$ cat config.mk
export PLATFORM = sky130hd
export DESIGN_NAME = buttons_event_controller
export DESIGN_NICKNAME = d
export VERILOG_FILES = /design/src/rtl/buttons_pkg.sv /design/src/rtl/buttons_event_fifo.sv /design/src/rtl/buttons_event_controller.sv
export SDC_FILE = /design/constraint.sdc
export NUM_CORES = 1
export LEC_CHECK = 0
export ABC_AREA = 1
export CORE_MARGIN = 2
export CORE_UTILIZATION = 53
export DETAILED_ROUTE_END_ITERATION = 12
export PLACE_DENSITY = 0.77
export SLEW_MARGIN = 10
export SYNTH_ARGS = -nofsm -noshare
export SYNTH_HDL_FRONTEND = slang
export SYNTH_SLANG_ARGS = --single-unit
$ cat constraint.sdc
create_clock -name clk -period 2.9 [get_ports clk]
set_clock_uncertainty 0.2 [all_clocks]
set_input_delay 0.87 -clock clk [delete_from_list [all_inputs] [get_ports clk]]
set_output_delay 0.87 -clock clk [all_outputs]
set_load 0.01 [all_outputs]
$ cat src/rtl/buttons_pkg.sv
`default_nettype none
// ----------------------------------------------------------------------------
// buttons_pkg : event kinds, per-button states and queued event record.
// Rev 1.0
// ----------------------------------------------------------------------------
package buttons_pkg;

  // Wide enough for the largest supported button count (8)
  localparam int BUTTON_W = 3;

  typedef enum logic [1:0] {
    PRESS   = 2'd0,
    RELEASE = 2'd1,
    HOLD    = 2'd2,
    REPEAT  = 2'd3
  } event_kind_t;

  typedef enum logic [1:0] {
    IDLE    = 2'd0,
    PRESSED = 2'd1,
    HELD    = 2'd2
  } button_state_t;

  typedef struct packed {
    logic [BUTTON_W-1:0] button;
    event_kind_t         kind;
  } button_event_t;

endpackage
`default_nettype wire

$ cat src/rtl/buttons_event_fifo.sv
`default_nettype none
// ----------------------------------------------------------------------------
// buttons_event_fifo : synchronous FIFO of button events, wrap-bit pointers.
// Rev 1.0
// ----------------------------------------------------------------------------
module buttons_event_fifo
  import buttons_pkg::*;
#(
  parameter int FIFO_DEPTH = 4
) (
  input  logic                             clk,
  input  logic                             rst,
  input  logic                             push,
  input  logic                             pop,
  input  button_event_t                    wdata,
  output button_event_t                    rdata,
  output logic                             full,
  output logic                             empty,
  output logic [$clog2(FIFO_DEPTH+1)-1:0]  count
);

  localparam int AW = $clog2(FIFO_DEPTH);

  button_event_t mem [FIFO_DEPTH];
  logic [AW:0]   wr_ptr;
  logic [AW:0]   rd_ptr;
  logic          do_push;
  logic          do_pop;

  assign empty   = (wr_ptr == rd_ptr);
  assign full    = (wr_ptr[AW] != rd_ptr[AW]) && (wr_ptr[AW-1:0] == rd_ptr[AW-1:0]);
  assign do_pop  = pop && !empty;
  // A full queue still accepts a write when the head leaves in the same cycle
  assign do_push = push && (!full || do_pop);
  assign count   = wr_ptr - rd_ptr;
  assign rdata   = mem[rd_ptr[AW-1:0]];

  always_ff @(posedge clk) begin
    if (rst) begin
      wr_ptr <= '0;
      rd_ptr <= '0;
      for (int j = 0; j < FIFO_DEPTH; j++) begin
        mem[j] <= '0;
      end
    end else begin
      if (do_push) begin
        mem[wr_ptr[AW-1:0]] <= wdata;
        wr_ptr              <= wr_ptr + 1'b1;
      end
      if (do_pop) begin
        rd_ptr <= rd_ptr + 1'b1;
      end
    end
  end

endmodule
`default_nettype wire

$ cat src/rtl/buttons_event_controller.sv
`default_nettype none
// ----------------------------------------------------------------------------
// buttons_event_controller : button levels to press/release/hold/repeat queue.
// Rev 1.0
// ----------------------------------------------------------------------------
module buttons_event_controller
  import buttons_pkg::*;
#(
  parameter int BUTTONS      = 4,
  parameter int HOLD_TICKS   = 50_000_000,
  parameter int REPEAT_TICKS = 10_000_000,
  parameter int FIFO_DEPTH   = 4
) (
  input  logic                             clk,
  input  logic                             rst,
  input  logic [BUTTONS-1:0]               buttons,
  output logic                             event_valid,
  output logic [$clog2(BUTTONS)-1:0]       event_button,
  output event_kind_t                      event_kind,
  input  logic                             event_ack,
  output logic                             overflow,
  input  logic                             clear_overflow,
  output logic [$clog2(FIFO_DEPTH+1)-1:0]  pending_count
);

  localparam int IDX_W   = $clog2(BUTTONS);
  localparam int CNT_MAX = (HOLD_TICKS > REPEAT_TICKS) ? HOLD_TICKS : REPEAT_TICKS;
  localparam int CNT_W   = $clog2(CNT_MAX);

  logic [BUTTONS-1:0] btn_q;
  logic [BUTTONS-1:0] btn_prev;
  logic [BUTTONS-1:0] rise;
  logic [BUTTONS-1:0] fall;
  logic [BUTTONS-1:0] slot_valid;
  logic [BUTTONS-1:0] grant;
  logic [BUTTONS-1:0] drop;
  event_kind_t        slot_kind [BUTTONS];

  button_event_t win;
  button_event_t head;
  logic          fifo_full;
  logic          fifo_empty;
  logic          pop;
  logic          can_push;
  logic          unused_bits;

  always_ff @(posedge clk) begin
    if (rst) begin
      btn_q    <= '0;
      btn_prev <= '0;
    end else begin
      btn_q    <= buttons;
      btn_prev <= btn_q;
    end
  end

  assign rise = btn_q & ~btn_prev;
  assign fall = ~btn_q & btn_prev;

  for (genvar i = 0; i < BUTTONS; i++) begin : g_button
    button_state_t    state;
    logic [CNT_W-1:0] cnt;
    logic             gen;
    event_kind_t      gen_kind;
    logic             valid_r;
    event_kind_t      kind_r;

    // Release wins over a hold/repeat falling due in the same cycle
    always_comb begin
      gen      = 1'b0;
      gen_kind = PRESS;
      case (state)
        IDLE: begin
          if (rise[i]) begin
            gen      = 1'b1;
            gen_kind = PRESS;
          end
        end
        PRESSED: begin
          if (fall[i]) begin
            gen      = 1'b1;
            gen_kind = RELEASE;
          end else if (cnt == CNT_W'(HOLD_TICKS - 1)) begin
            gen      = 1'b1;
            gen_kind = HOLD;
          end
        end
        HELD: begin
          if (fall[i]) begin
            gen      = 1'b1;
            gen_kind = RELEASE;
          end else if (REPEAT_TICKS != 0 && cnt == CNT_W'(REPEAT_TICKS - 1)) begin
            gen      = 1'b1;
            gen_kind = REPEAT;
          end
        end
        default: begin
          gen      = 1'b0;
          gen_kind = PRESS;
        end
      endcase
    end

    always_ff @(posedge clk) begin
      if (rst) begin
        state <= IDLE;
        cnt   <= '0;
      end else begin
        case (state)
          IDLE: begin
            if (rise[i]) begin
              state <= PRESSED;
              cnt   <= '0;
            end
          end
          PRESSED: begin
            if (fall[i]) begin
              state <= IDLE;
              cnt   <= '0;
            end else if (cnt == CNT_W'(HOLD_TICKS - 1)) begin
              state <= HELD;
              cnt   <= '0;
            end else begin
              cnt <= cnt + 1'b1;
            end
          end
          HELD: begin
            if (fall[i]) begin
              state <= IDLE;
              cnt   <= '0;
            end else if (REPEAT_TICKS != 0) begin
              if (cnt == CNT_W'(REPEAT_TICKS - 1)) begin
                cnt <= '0;
              end else begin
                cnt <= cnt + 1'b1;
              end
            end
          end
          default: begin
            state <= IDLE;
            cnt   <= '0;
          end
        endcase
      end
    end

    // Slot freed by the arbiter this cycle may take the new event at once
    always_ff @(posedge clk) begin
      if (rst) begin
        valid_r <= 1'b0;
        kind_r  <= PRESS;
      end else if (gen && (!valid_r || grant[i])) begin
        valid_r <= 1'b1;
        kind_r  <= gen_kind;
      end else if (grant[i]) begin
        valid_r <= 1'b0;
      end
    end

    assign drop[i]       = gen & valid_r & ~grant[i];
    assign slot_valid[i] = valid_r;
    assign slot_kind[i]  = kind_r;
  end

  assign event_valid = ~fifo_empty;
  assign pop         = event_ack & event_valid;
  assign can_push    = ~fifo_full | pop;

  // Descending scan leaves the lowest pending index as the winner
  always_comb begin
    grant = '0;
    win   = '0;
    for (int i = BUTTONS - 1; i >= 0; i--) begin
      if (slot_valid[i]) begin
        grant      = '0;
        grant[i]   = can_push;
        win.button = BUTTON_W'(i);
        win.kind   = slot_kind[i];
      end
    end
  end

  buttons_event_fifo #(
    .FIFO_DEPTH (FIFO_DEPTH)
  ) u_fifo (
    .clk   (clk),
    .rst   (rst),
    .push  (|grant),
    .pop   (pop),
    .wdata (win),
    .rdata (head),
    .full  (fifo_full),
    .empty (fifo_empty),
    .count (pending_count)
  );

  assign event_button = head.button[IDX_W-1:0];
  assign event_kind   = head.kind;
  assign unused_bits  = ^head.button;

  always_ff @(posedge clk) begin
    if (rst) begin
      overflow <= 1'b0;
    end else if (|drop) begin
      overflow <= 1'b1;
    end else if (clear_overflow) begin
      overflow <= 1'b0;
    end
  end

endmodule
`default_nettype wire

After elaboration in Yosys (flattened, before gate mapping)
Memories as Yosys holds them, arrays and structs flattened. A register that Yosys moved wholly into a read port is not among the register bits.
Index checks and enable logic that the tools add are counted.
- flip-flop bits (word level): 139
- bits in writable memories: 20
- input bits: 8
- output and inout port bits: 9
- logic and storage cells: 230
- memories: 1
- memories (name ; depth ; width ; read ports ; clocked after Yosys merged registers in ; wr ports ; line ; text):
    u_fifo.mem ; 4 ; 5 ; 1 ; 1 ; 4 ; buttons_event_fifo.sv:24 ; button_event_t mem [FIFO_DEPTH];
- add/subtract/negate cells: 7
- eq/ne operators: 31
- mux-type cells: 116
- bitwise logic cells: 20
- reductions and logical operators: 34
- operators by type and width (cell ; count):
    26-bit 2-to-1 mux ; 20
    26-bit one-hot mux with 3 select lines ; 4
    26-bit by 1-bit adder with 26-bit output (second input constant) ; 4
    26-bit by 24-bit == test with 1-bit output (second input constant) ; 4
    26-bit == test (second input constant) ; 4
    2-bit 2-to-1 mux ; 35
    1-bit 2-to-1 mux ; 36
    2-bit one-hot mux with 3 select lines ; 4
    4-bit 2-to-1 mux ; 5
    5-bit 2-to-1 mux ; 4
    2-bit inequality test (second input constant) ; 8
    2-bit one-hot mux with 2 select lines ; 4
    3-bit inequality test (second input constant) ; 4
    1-bit one-hot mux with 3 select lines ; 4
    3-bit AND reduction ; 4
    2-bit nonzero test ; 5
    1-bit bitwise AND ; 9
    4-bit bitwise AND ; 2
    2-bit by 1-bit == test with 1-bit output (second input constant) ; 4
    2-bit == test (second input constant) ; 4
    2-bit logical NOT ; 4
    4-bit NOT ; 2
    4-bit OR reduction ; 2
    1-bit logical AND ; 7
    other kinds (10) ; 25

Depth between registers and ports, before layout
- depth in word-level cells: 15
- gate-level depth with buffers: 14
- mapped depth without buffers: 14

Modules after synthesis
A second synthesis with hierarchy kept.
- cells, all modules: 1238
- area total of the unflattened synthesis: 8878.5 µm²
- by module, submodules not included (module ; times used ; cells an instance ; area each (µm²) ; sequential area each (µm²)):
    buttons_event_controller ; 1 ; 1100 ; 7479.7 ; 2662.6
    buttons_event_fifo ; 1 ; 138 ; 1398.8 ; 760.7

Least setup slack after synthesis
OpenSTA, ideal clock, no wires.
- path kind: input-to-reg
- start point: input port event_ack
- end point: memory u_fifo.mem[3][0] (netlist bit), enable pin
- library setup time: 0.361 ns
- data arrival time: 1.787 ns
- data required time: 2.339 ns
- setup slack: 0.552 ns
- stages: 9
- path buffers: 0
- path through: nor2_1 -> nand2_2 -> inv_2 -> a31oi_4 -> inv_2 -> nor2_2 -> inv_2 -> nor2_2 -> nor3_1
- RTL lines (element ; line ; text):
    start: declaration ; buttons_event_controller.sv:20 ; input logic event_ack,
    end: declaration ; buttons_event_fifo.sv:24 ;

Final worst setup path
- start point: register u_fifo.wr_ptr[0]
- end point: output port pending_count[1]
- cells in the longest elaborated chain, start to end: 1
- RTL lines (element ; line ; text):
    start: declaration ; buttons_event_fifo.sv:25 ; logic [AW:0] wr_ptr;
    start signal: assignment ; buttons_event_fifo.sv:48 ; wr_ptr <= wr_ptr + 1'b1;
    3-bit subtractor ; buttons_event_fifo.sv:35 ; assign count = wr_ptr - rd_ptr;
    end: declaration ; buttons_event_controller.sv:23 ; output logic [$clog2(FIFO_DEPTH+1)-1:0] pending_count
No other way between the ends.

==> metrics.md <==
| Metric | Value |
|---|---|
| Result of the run | completed |
| List of most frequent post-synthesis cells | sky130_fd_sc_hd__nor2_1, sky130_fd_sc_hd__nand2_1, sky130_fd_sc_hd__inv_1, sky130_fd_sc_hd__dfxtp_1, sky130_fd_sc_hd__nand3_1 |
| Mapped Area | 0.00885 sq mm |
| Antenna violations before repair | 0 |
| Net switching power of the design | 2.45 mW |
| Endpoint kind of the worst setup timing path | output pin |
| Detailed Route Iter0 Violations | 429 |
| Number of primary I/O pins | 17 |
| Required time at the worst-slack endpoint | 1.83 ns |
| Ys async rst share | 0 |
| Leakage power summed over all cells | 3.63 nW |
| Horizontal extent of the die | 133 um |
| Max VDD drop | 0.515 mV |
| Clock-pin slew reported for the worst setup and hold paths after clock tree synthesis | 0.06 ns |
| Hold/Removal Path Class | reg2reg |
| Total Neg Setup Slack | 0 ns |
| Post-synthesis cell count | 1,262 |
| Maximum fanout along the worst path | 3 |
| Final max-slew violation count | 0 |
| Clock Root Buffer | sky130_fd_sc_hd__clkbuf_16 |
| Hold Path Depth | 2 |
| Main area contributors after synthesis | sky130_fd_sc_hd__dfxtp_1, sky130_fd_sc_hd__nor2_1, sky130_fd_sc_hd__nand2_1 |
| Cell taking the most area after synthesis | sky130_fd_sc_hd__dfxtp_1 |
| Most frequently used cell type in the post-synthesis netlist | sky130_fd_sc_hd__nor2_1 |
| DRC | 0 |
| Minimum hold slack | 0.265 ns |
| Commonest register cell after synthesis | sky130_fd_sc_hd__dfxtp_1 |
| Total number of vias | 8,060 |
| Timing-limited maximum frequency | 354 MHz |
| Share of the synthesized area in compound gates (AO/OA/AOI/OAI) | 0.108 |
| GR Overflow Total | 0 |
| Part of the total power dissipated in combinational logic | 0.311 |
| CTS HTree Levels | 4 |
| Pin slew with the least headroom to its limit | 0.669 ns |
| Final std cell area, no fill | 0.00987 sq mm |
| Flop pwr share | 0.365 |
| Average routed wire per standard cell | 12.7 um |
| CTS tree | yes |
| Area Growth Syn to Fin | 11.6% |
| Placed Area | 0.00927 sq mm |
| Largest net degree at the start of global routing | 23 |
| Clock insertion delay at the later pin of the skew report | 0.43 ns |
| TritonCTS Buffers | 17 |
| Adder-cell share of the synthesized area | 0.0362 |
| Final wirelength | 19,400 um |
| Count of antenna diodes in the layout | 0 |
| Critical Path Start Type | register |
| Largest family of logic cells by synthesized area | simple AND/OR/NAND/NOR gates |
| Post-synthesis xor/xnor area fraction | 0.0228 |
| # hold bufs at CTS | 0 |
| Vert. Die Dim | 133 um |
| Final core utilization | 0.599 |
| Number of placement rows | 47 |
| Final hold vios | 0 |
| Tcrit/Tclk final | 0.975 |
| Portion of netlist area occupied by mux cells | 0 |
| Final Wtd Congestion | 0.892 |
| Detailed-router iteration count before antenna repair | 5 |
| Global-route usage over all layers | 0.225 |
| Syn nets | 1,295 |
| Wire length of the first global-routing pass | 33,200 um |
| Fin worst setup slack | 0.0732 ns |
| Reg2Reg Depth | 13 |
| Synthesis-stage register bit count | 157 |
| Clock share of power | 0.325 |
| Count of unique library cells instantiated by Yosys | 59 |
| Final layout net count | 1,330 |
| Mean number of vias per cell | 5.27 |
| Worst slack after detailed placement | 0.0690 ns |
| Number of enable-type register cells in the synthesized netlist | 16 |
| Simple-gate share of the synthesized area | 0.364 |
| Number of max-cap violations | 0 |
| Switching Fraction | 0.348 |
| Worst path arrival time | 1.76 ns |
| Sequential fraction of the synthesis area | 0.373 |
| RSZ-0062 raised after global routing | false |
| PortBufs | 16 |
| Core box area | 0.0165 sq mm |
| Area of the die | 0.0177 sq mm |
| Share of cells above drive strength 1 | 0.111 |
| Cell internal pwr | 4.58 mW |
| Largest buffer count on any clock path | 2 |
| DP HPWL | 14,300 um |
| Final number of setup-violating endpoints | 0 |
| Class of the most critical setup path | reg2out |
| Final critical-path required period | 2.83 ns |
| Number of global-route vias before repair | 7,517 |
| Relative slew slack | 0.549 |
| Avg Inst Size Synth | 7.01 sq um |
| PwrDens | 712 mW/mm^2 |
| Starting Density | 0.537 |
| Area share of the largest cell type after synthesis | 0.319 |
| Clock Sink Count | 157 |
| Antenna-violating nets left | 0 |
| Total number of yosys warnings | 0 |
## registers in the layout, summed over array words and instances (netlist names), named ones only
register and cells:
btn_prev 4, u_fifo.rd_ptr 3, overflow 1, u_fifo.wr_ptr 3, btn_q 4, g_button.state 8
g_button.kind_r 8, u_fifo.mem 16, g_button.valid_r 4, g_button.cnt 104
## path summary, 6_finish.rpt
path / startpoint / end / slack, ns
max: u_fifo.wr_ptr[0]$_SDFFE_PP0P_ / pending_count[1] / 0.07
min: btn_q[3]$_SDFF_PP0_ / btn_prev[3]$_SDFF_PP0_ / 0.26
max reg2reg: g_button[2].cnt[0]$_SDFFE_PP0P_ / g_button[2].cnt[17]$_SDFFE_PP0P_ / 0.57
min reg2reg: btn_q[3]$_SDFF_PP0_ / btn_prev[3]$_SDFF_PP0_ / 0.26
## logic make-up after synthesis
kind of cell,count (synthesis)
AND/OR/NAND/NOR,693
buffers and inverters,204
AO/OA/AOI/OAI,160
flip-flops,157
adder cells (fa/ha/maj),25
XOR/XNOR,23
## placed cells by master (no fill, tap or decap), drive strengths merged, types with 4 or more instances in the layout
cell	Yosys	final
edfxtp	16	16
a21oi	65	65
nor3b	9	9
clkbuf	3	22
nand4	17	17
nand3b	5	5
ha	24	24
nor4	12	12
a211oi	13	13
nand2	241	241
nor3	61	61
xor2	20	20
clkinv	1	8
buf	16	19
o21ai	57	57
nor2	249	249
inv	184	185
nand3	92	92
a31oi	4	4
clkdlybuf4s50	0	13
dfxtp	141	141
o22ai	5	5
o21a	4	4
## area by class of cell
cell class              instances  area, sq um
fillers                      1529         6600
multi-input cells             901         4700
flip-flops and latches        157         3310
inverters                     185          697
clock buffers                  21          460
repair buffers                 35          295
well taps                     220          275
clock inverters                11          139
## through the flow
step	std cells	power (mW)
floorplan	1262	4.18
global placement	1497	4.76
detailed placement	1497	4.80
CTS	1530	7.06
global route	1530	7.46
finish	1530	7.02
## critical path, stage by stage, from the launching register on
cell and delay, ns:
sky130_fd_sc_hd__dfxtp_2 0.33, sky130_fd_sc_hd__inv_2 0.05, sky130_fd_sc_hd__ha_2 0.17, sky130_fd_sc_hd__fa_1 0.48, sky130_fd_sc_hd__inv_1 0.04, sky130_fd_sc_hd__dlygate4sd2_1 0.27
## what timing repair did
action,in CTS,in global routing
gates resized for setup,5,5
setup buffers,1,0
setup endpoints to repair,6,5
## routing by layer
| layer | up-vias | routed length (um) | GRT usage | share of wire |
|---|---|---|---|---|
| met1 | 3663 | 9090 | 0.288 | 0.47 |
| met5 | - | 0 | 0 | 0 |
| met2 | 184 | 8980 | 0.381 | 0.46 |
| met4 | 0 | 331 | 0.0709 | 0.017 |
| li1 | 4178 | - | - | - |
| met3 | 35 | 965 | 0.0483 | 0.050 |
## power by group through the flow
stage	registers [mW]	logic (mW)	clock network (mW)
finish	2.56	2.18	2.28
global route	2.59	2.47	2.40
detailed placement	2.61	2.19	0
global placement	2.60	2.16	0
floorplan	2.56	1.62	0
CTS	2.56	2.18	2.32
No activity file was read; power rests on OpenSTA's default activity.
